## config.mk

```make
export PLATFORM = sky130hd
export DESIGN_NAME = chord_debounce
export DESIGN_NICKNAME = d
export VERILOG_FILES = /design/src/rtl/chord_debounce.sv
export SDC_FILE = /design/constraint.sdc
export NUM_CORES = 1
export LEC_CHECK = 0
export BUFFER_PORTS_ARGS = -buffer_cell sky130_fd_sc_hd__buf_2
export CAP_MARGIN = 40
export CORE_MARGIN = 3
export CORE_UTILIZATION = 45
export DETAILED_ROUTE_END_ITERATION = 8
export GPL_ROUTABILITY_DRIVEN = 0
export PLACE_DENSITY = 0.67
export SLEW_MARGIN = 15
export SYNTH_ARGS = -nofsm -noshare
export SYNTH_HDL_FRONTEND = slang
export SYNTH_SLANG_ARGS = --single-unit
export TNS_END_PERCENT = 50
```

## constraint.sdc

```tcl
create_clock -name clk -period 1.3 [get_ports clk]
set_input_delay 0.13 -clock clk [delete_from_list [all_inputs] [get_ports clk]]
set_output_delay 0.13 -clock clk [all_outputs]
set_load 0.1 [all_outputs]
```

## src/rtl/chord_debounce.sv

```systemverilog
// chord_debounce: eight-key piano debouncer with a coalescing chord offer channel.
// Raw keys are synchronized, debounced per key, and any change of the debounced
// vector is offered downstream as one chord snapshot. Changes that arrive while
// an offer is stalled are merged, so only the newest vector is offered next.
module chord_debounce #(
  parameter int unsigned DEB_CYCLES = 16
) (
  input  logic       clk,
  input  logic       rst,
  input  logic       t0,
  input  logic       t1,
  input  logic       t2,
  input  logic       t3,
  input  logic       t4,
  input  logic       t5,
  input  logic       t6,
  input  logic       t7,
  input  logic       chord_ready,
  output logic [7:0] chord,
  output logic       chord_valid,
  output logic [7:0] chord_live,
  output logic       any_key
);

  localparam int unsigned NKEYS = 8;
  localparam int unsigned CNT_W = (DEB_CYCLES > 2) ? $clog2(DEB_CYCLES) : 1;
  localparam logic [CNT_W-1:0] CNT_MAX = CNT_W'(DEB_CYCLES - 1);

  typedef enum logic {
    ST_IDLE  = 1'b0,
    ST_OFFER = 1'b1
  } state_e;

  logic [NKEYS-1:0]            raw_c;
  logic [NKEYS-1:0]            s1_q, s1_d;
  logic [NKEYS-1:0]            s2_q, s2_d;
  logic [NKEYS-1:0]            deb_q, deb_d;
  logic [NKEYS-1:0][CNT_W-1:0] cnt_q, cnt_d;
  logic                        chg_q, chg_d;
  logic                        any_q, any_d;
  logic                        pend_q, pend_d;
  logic                        valid_q, valid_d;
  logic [NKEYS-1:0]            chord_q, chord_d;
  state_e                      state_q, state_d;

  // t0 lands in the MSB so the vector reads left-to-right like the keyboard
  assign raw_c = {t0, t1, t2, t3, t4, t5, t6, t7};

  // Two-flop synchronizer feeding the debouncers
  always_comb begin
    s1_d = raw_c;
    s2_d = s1_q;
  end

  // Per-key debounce: flip only after DEB_CYCLES consecutive disagreeing samples
  always_comb begin
    cnt_d = cnt_q;
    deb_d = deb_q;
    for (int i = 0; i < NKEYS; i++) begin
      if (s2_q[i] == deb_q[i]) begin
        cnt_d[i] = '0;
      end else if (cnt_q[i] == CNT_MAX) begin
        deb_d[i] = s2_q[i];
        cnt_d[i] = '0;
      end else begin
        cnt_d[i] = cnt_q[i] + CNT_W'(1);
      end
    end
    chg_d = (deb_d != deb_q);
    any_d = |deb_d;
  end

  // Offer FSM state register
  always_ff @(posedge clk) begin
    if (rst) begin
      state_q <= ST_IDLE;
    end else begin
      state_q <= state_d;
    end
  end

  // Offer FSM next state: leave OFFER only on an accept with nothing newer to show
  always_comb begin
    state_d = state_q;
    unique case (state_q)
      ST_IDLE:  if (chg_q) state_d = ST_OFFER;
      ST_OFFER: if (chord_ready && !pend_q && !chg_q) state_d = ST_IDLE;
    endcase
  end

  // Offer FSM outputs: snapshot loading and coalescing of stalled changes
  always_comb begin
    chord_d = chord_q;
    pend_d  = pend_q;
    valid_d = (state_d == ST_OFFER);
    unique case (state_q)
      ST_IDLE: begin
        if (chg_q) chord_d = deb_q;
      end
      ST_OFFER: begin
        if (chord_ready) begin
          if (pend_q || chg_q) chord_d = deb_q;
          pend_d = 1'b0;
        end else if (chg_q) begin
          pend_d = 1'b1;
        end
      end
    endcase
  end

  // Datapath registers
  always_ff @(posedge clk) begin
    if (rst) begin
      s1_q    <= '0;
      s2_q    <= '0;
      deb_q   <= '0;
      cnt_q   <= '0;
      chg_q   <= 1'b0;
      any_q   <= 1'b0;
      pend_q  <= 1'b0;
      valid_q <= 1'b0;
      chord_q <= '0;
    end else begin
      s1_q    <= s1_d;
      s2_q    <= s2_d;
      deb_q   <= deb_d;
      cnt_q   <= cnt_d;
      chg_q   <= chg_d;
      any_q   <= any_d;
      pend_q  <= pend_d;
      valid_q <= valid_d;
      chord_q <= chord_d;
    end
  end

  assign chord       = chord_q;
  assign chord_valid = valid_q;
  assign chord_live  = deb_q;
  assign any_key     = any_q;

endmodule

```

==> impl_metrics.csv, run 1 <==
group,metric,value,unit
run_status,result_of_the_run,"finished, final reports clean",
critical_path,cells_along_the_critical_path,"buf_2",
placed_design,detailed_place_hpwl,3.25,mm
global_routing,antenna_found_initial,0,
sta,layout_setup_ws,33.5,ps
floorplanning,die_area,0.00629,sq mm
global_routing,total_routing_usage_reported_by_global_routing,16.9,%
routing,vias_per_cell,4.75,
routing,via_count,1824,
clock_tree,cts-htree-levels,3,
logic_synthesis,compound_cell_area_share_of_the_yosys_netlist,3.21,%
finish,post_route_cells_drive_above_1_share,40.8,%
critical_path,critical_path_data_required_time,1170,ps
sta,finClkSkew,5.77,ps
placed_design,place_worst_setup_slack,-38.3,ps
global_routing,grt_pass1_vias,1829,
sta,fmax,790,MHz
flow_run,max-cap-violations,0,
critical_path,wp_buf_inv,1,
sta,slew-limit-headroom,67.8,%
clock_tree,clk_latency,330,ps
clock_tree,cts_root_buffer,"clkbuf_8",
sta,timing_hold_violations_final,0,
floorplanning,io_pins,29,
routing,remaining_drc_errors,0,
routing,routedWlPerCell,12.4,um
critical_path,crit_path_max_fanout,4,
floorplanning,chipHeight,79.3,um
power_and_ir_drop,vdd.ir_drop.worst,0.791,mV
logic_synthesis,synthSimpleGateAreaFrac,19.8,%
floorplanning,coreArea,0.00514,sq mm
routing,route.final.wire_length,4.77,mm
critical_path,critical_path.slowest_cell,"buf_2",
global_routing,grt_remaining_overflow,0,
critical_path,path_delay_family,"buffers and inverters",
floorplanning,row_count,26,
global_routing,busiest_layer_in_global_routing,"met2",
logic_synthesis,synth_top_family_by_area,"simple AND/OR/NAND/NOR gates",
logic_synthesis,synthesis.nets,254,
clock_tree,cts_clk_pin_slew_worst_paths,70,ps
routing,drt_pre_antenna_iters,4,
floorplanning,initial_util,47.1,%
logic_synthesis,yosys-mux-area-fraction,6.62,%
critical_path,max_stage_delay,430,ps
clock_tree,cts-buffers-inserted,9,
clock_tree,clockBufferDepth,2,
logic_synthesis,yosysUniqueCellTypes,23,
logic_synthesis,synth.yosys.warnings,0,
critical_path,critical_path_arrival,1140,ps
routing,dr.first_iter.drc_count,77,
logic_synthesis,yosys.area_share.adder,4.14,%
placed_design,port_buffer_cells,28,
sta,max_slew.worst_pin.slew,487,ps
power_and_ir_drop,leakage,0.00135,uW
sta,timing.final.crit_share,97.4,%
critical_path,critical_path.endpoint_type,"primary output",
logic_synthesis,syn-cell-area,0.00242,sq mm
global_routing,globalRouteMet3Util,3.74,%
global_routing,maximum_number_of_pins_on_one_net_before_global_route_repair,40,
logic_synthesis,yosysSeqAreaShare,56.3,%
global_routing,met2_usage,27.4,%
floorplanning,die_w,79.3,um
clock_tree,cts_tree,"built",
sta,finalMaxSlewViolations,0,
critical_path,critical_path_class,"flip-flop to primary output",
finish,num-nets-final,328,
finish,antenna_cells,0,
logic_synthesis,yosys_register_bits,68,
global_routing,met1_capacity_usage_during_global_routing,20.5,%
power_and_ir_drop,power_density_over_the_cells,1110,mW/mm^2
global_routing,grt_pass1_wl,8.10,mm
logic_synthesis,netlist_instances,235,
sta,finalSetupViolCount,0,
logic_synthesis,post_synth_xor_area_fraction,8.69,%
sta,finalHoldWorstSlack,4.71,ps
worst_hold_path,hold_class,"input port to flip-flop",
critical_path,startpoint_type,"flip-flop",
logic_synthesis,synth_area_per_cell,10.3,sq um
clock_tree,clock_sinks,68,
sta,final.min_clock_period,1270,ps
routing,ant_nets,0,
finish,syn2layout_area_growth,40.2,%
## power by group
part	total [uW]	internal, uW	leakage (uW)	switching (uW)
clock network	1510	793	0.0000905	718
logic	131	70.3	0.000692	60.9
registers	2110	2100	0.000565	17.5
## cells in the mapped netlist
cell      count  area [sq um]
a211oi_1      1          7.51
a21oi_1       3          15.0
a21oi_2       1          8.76
a21oi_4       1          16.3
and3_1        8          50.1
and4_1        2          17.5
buf_1         1          3.75
buf_2         2          10.0
clkbuf_1      3          11.3
dfxtp_1      68          1360
ha_1          8           100
inv_1         2          7.51
mux2i_1      16           160
nand2_1       8          30.0
nand3_1      16          80.1
nor2_1       41           154
nor2b_1      16           100
nor3_1        8          40.0
nor4_1        1          6.26
o21ai_0       1          5.00
o22ai_1       4          25.0
xnor2_1      16           140
xor2_1        8          70.1
## per-stage QoR
| stage | area (sq um) | std cells | setup TNS, ps | total power [uW] | utilization [%] |
|---|---|---|---|---|---|
| floorplan | 2460 | 235 | -121 | 2220 | - |
| finish | 3390 | 384 | 0 | 3760 | 66.0 |
| global route | 3390 | 384 | -76.8 | 3910 | 66.0 |
| CTS | 3190 | 382 | 0 | 3790 | 62.1 |
| detailed placement | 2930 | 361 | -38.3 | 2280 | 57.0 |
| global placement | 2930 | 361 | 0 | 2270 | 57.0 |
## cell type report
cell class | instances | area (sq um)
Clock inverter | 2 | 10.0
Sequential cell | 68 | 1410
Timing Repair Buffer | 69 | 478
Multi-Input combinational cell | 159 | 1240
Fill cell | 434 | 1750
Clock buffer | 14 | 163
Tap cell | 70 | 87.6
Inverter | 2 | 7.51
## metal layers
layer	up-vias	part of all wire, %	wire (um)
met1	845	46	2210
met2	30	48	2280
li1	938	-	-
met5	-	0	0
met3	11	3.5	168
met4	0	2.3	110
## kinds of logic (layout without fill, tap and decap cells)
group / count (synthesis) / count (layout)
and+or+nand+nor: 100 / 100
adders and majority gates: 8 / 8
muxes: 16 / 16
buffers and inverters: 8 / 87
xor gates and xnor gates: 24 / 24
AOI/OAI and AO/OA: 11 / 11
DFF: 68 / 68
## cell usage in the layout, fill, tap and decap left out, types with 2 or more instances in the layout
| cell | synthesis | layout |
|---|---|---|
| nand3_1 | 16 | 8 |
| o22ai_2 | 0 | 2 |
| nand2_1 | 8 | 8 |
| xnor2_1 | 16 | 16 |
| buf_2 | 2 | 25 |
| clkinv_2 | 0 | 2 |
| dfxtp_2 | 0 | 12 |
| inv_1 | 2 | 2 |
| dfxtp_4 | 0 | 9 |
| mux2i_2 | 0 | 6 |
| clkbuf_1 | 3 | 3 |
| dfxtp_1 | 68 | 47 |
| nor2b_1 | 16 | 16 |
| ha_4 | 0 | 4 |
| nor2_1 | 41 | 41 |
| clkbuf_8 | 0 | 11 |
| a21oi_4 | 1 | 2 |
| and3_1 | 8 | 8 |
| ha_2 | 0 | 4 |
| clkbuf_4 | 0 | 2 |
| and4_1 | 2 | 2 |
| nand3_4 | 0 | 6 |
| nand3_2 | 0 | 2 |
| mux2i_1 | 16 | 9 |
| dlygate4sd3_1 | 0 | 4 |
| a21oi_1 | 3 | 2 |
| buf_4 | 0 | 37 |
| o22ai_1 | 4 | 2 |
| xor2_1 | 8 | 8 |
| nor3_1 | 8 | 8 |
## path summary, 6_finish.rpt
path                 start       endpoint  slack, ps  depth (start not counted)
max          chord_live[2]  chord_live[2]         30                          1
min                     t5        s1_q[2]          5                          2
max reg2reg      cnt_q[21]        any_key         50                          5
min reg2reg        s1_q[5]        s2_q[5]        440                          1
## sequential cells by signal, indices dropped and copies added (netlist names)
signal / cells
chg_q: 1
chord: 8
s1_q: 8
any_key: 1
cnt_q: 32
s2_q: 8
chord_valid: 1
chord_live: 8
pend_q: 1
## what timing repair did
action | CTS | global route
endpoints found under the setup margin | 3 | 2
gates cloned | 0 | 0
resized for setup | 9 | 44
hold buffers | 4 | 0
endpoints found under the hold margin | 4 | 0
buffers inserted | 1 | 2
pin swaps | 1 | 7
Power figures use the tool's default switching activity.
==> inputs of run 2 (changes only) <==
--- a/config.mk
+++ b/config.mk
@@ -11,6 +11,7 @@
 export CORE_UTILIZATION = 45
 export DETAILED_ROUTE_END_ITERATION = 8
 export GPL_ROUTABILITY_DRIVEN = 0
+export MAX_ROUTING_LAYER = met4
 export PLACE_DENSITY = 0.67
 export SLEW_MARGIN = 15
 export SYNTH_ARGS = -nofsm -noshare
==> run 2 against run 1 <==
Routed wire length is essentially flat. Setup slack gained 0.64 ps. Critical path depth is the same. Utilization is the same. Final area is the same. Clock skew is essentially flat. Global-route usage grew 0.46 points. Sequential power is essentially flat. Via count grew 0.33%. Total power is essentially flat. Clock power is essentially flat. Combinational power is essentially flat. Critical path type unchanged. Largest power group unchanged.
==> impl_metrics.csv, run 2 (synthesis gave the netlist of run 1 again) <==
group,metric,value,unit
power_and_ir_drop,leakage,0.00135,uW
power_and_ir_drop,power_report.internal_total,2960,uW
global_routing,grt_pass1_wl,8.09,mm
finish,post_route_cells_drive_above_1_share,40.8,%
critical_path,wp_buf_inv,1,
global_routing,total_routing_usage_reported_by_global_routing,17.3,%
finish,final_non_filler_cell_total,384,
power_and_ir_drop,share_comb_of_total_power,3.5,%
critical_path,critical_path_data_required_time,1170,ps
finish,final_cell_mix,"dfxtp_1 (47), nor2_1 (41), buf_4 (37)",
routing,drt_pre_antenna_iters,4,
power_and_ir_drop,power.switching,797,uW
sta,timing.final.crit_share,97.4,%
finish,syn2layout_area_growth,40.2,%
clock_tree,cts_root_buffer,"clkbuf_8",
finish,n_fill_cell,434,
worst_hold_path,hold_class,"input port to flip-flop",
routing,remaining_drc_errors,0,
routing,dr.first_iter.drc_count,84,
finish,num-nets-final,328,
routing,vias_per_cell,4.77,
clock_tree,clock_sinks,68,
critical_path,critical_path.endpoint_type,"primary output",
sta,timing_hold_violations_final,0,
power_and_ir_drop,vdd.ir_drop.worst,0.791,mV
finish,most_common_cell_after_layout_fill_and_taps_aside,"dfxtp_1",
placed_design,numPlacedInstances,361,
critical_path,startpoint_type,"flip-flop",
placed_design,port_buffer_cells,28,
sta,max_slew.worst_pin.slew,487,ps
flow_run,max-cap-violations,0,
placed_design,post_dp_cell_area,0.00293,sq mm
finish,antenna_cells,0,
floorplanning,io_pins,29,
critical_path,crit_path_max_fanout,4,
floorplanning,chipHeight,79.3,um
sta,finalHoldWorstSlack,5.18,ps
sta,slew-limit-headroom,67.8,%
sta,final.min_clock_period,1270,ps
clock_tree,cts_tree,"built",
power_and_ir_drop,power_density_over_the_cells,1110,mW/mm^2
power_and_ir_drop,power_switching_share,21.2,%
routing,ant_nets,0,
global_routing,grt_pass1_vias,1830,
finish,stdcell_area,0.00339,sq mm
run_status,result_of_the_run,"finished, final reports clean",
routing,route.final.wire_length,4.76,mm
sta,fmax,790,MHz
global_routing,maximum_number_of_pins_on_one_net_before_global_route_repair,40,
finish,max_reg_flops,32,
sta,totalNegativeSetupSlack,0,ps
clock_tree,cts_clk_pin_slew_worst_paths,70,ps
clock_tree,clk_latency,330,ps
routing,via_count,1830,
placed_design,detailed_place_hpwl,3.25,mm
clock_tree,cts-buffers-inserted,9,
finish,max_flop_register,"cnt_q",
clock_tree,cts-htree-levels,3,
critical_path,critical_path.slowest_cell,"buf_2",
floorplanning,initial_util,47.1,%
critical_path,cells_along_the_critical_path,"buf_2",
sta,finalSetupViolCount,0,
power_and_ir_drop,p_seq_share,56.3,%
global_routing,antenna_found_initial,0,
global_routing,grt_remaining_overflow,0,
critical_path,critical_path_arrival,1140,ps
critical_path,path_delay_family,"buffers and inverters",
sta,finClkSkew,6.00,ps
power_and_ir_drop,power_frac_clock,40.2,%
critical_path,critical_path_class,"flip-flop to primary output",
clock_tree,clockBufferDepth,2,
floorplanning,die_w,79.3,um
sta,finalMaxSlewViolations,0,
floorplanning,die_area,0.00629,sq mm
routing,routedWlPerCell,12.4,um
floorplanning,coreArea,0.00514,sq mm
floorplanning,row_count,26,
critical_path,max_stage_delay,430,ps
finish,utilization,66.0,%
## run 2: cell counts in the layout (fill, tap and decap cells not counted)
Identical to the previous run, type by type.
## run 2: stage by stage
step | worst slack, ps | power (uW)
final | 34.2 | 3760
after CTS | 0.343 | 3790
after floorplan | -15.1 | 2220
after global placement | 2.27 | 2270
after detailed placement | -38.3 | 2280
after global routing | -64.6 | 3910
## run 2: power groups by stage
stage | clock [uW] | sequential, uW | combinational [uW]
2_1_floorplan | 0 | 2150 | 62.9
3_3_place_gp | 0 | 2150 | 117
3_5_place_dp | 0 | 2160 | 120
4_1_cts | 1550 | 2110 | 130
5_1_grt | 1650 | 2120 | 149
6_report | 1510 | 2110 | 131
## run 2: per-layer routing
metal	GRT usage [%]	wire length, um	vias to the layer above	part of all wire, %
li1	-	-	939	-
met3	3.74	168	11	3.5
met5	-	0	-	0
met4	9.79	109	0	2.3
met1	20.5	2220	850	47
met2	27.4	2270	30	48
## run 2: final cells by class
type | instances | area [sq um] | area share (%)
Sequential cell | 68 | 1410 | 41.6
Inverter | 2 | 7.51 | 0.221
Clock inverter | 2 | 10.0 | 0.295
Timing Repair Buffer | 69 | 478 | 14.1
Tap cell | 70 | 87.6 | 2.58
Clock buffer | 14 | 163 | 4.80
Multi-Input combinational cell | 159 | 1240 | 36.4
## run 2: path summary, 6_finish.rpt
kind              cells after the start       endpoint          start  slack (ps)
hold reg to reg                       1        s2_q[5]        s1_q[5]         440
setup / recovery                      1  chord_live[2]  chord_live[2]          30
setup reg to reg                      5        any_key      cnt_q[21]          50
hold / removal                        2        s1_q[2]             t5           5
## run 2: timing repair
item,in CTS,in global routing
gates resized for setup,9,44
setup buffers,1,2
pin swaps,1,7
endpoints found under the setup margin,3,2
cloned,0,0
hold buffers,4,0
hold endpoints to repair,4,0
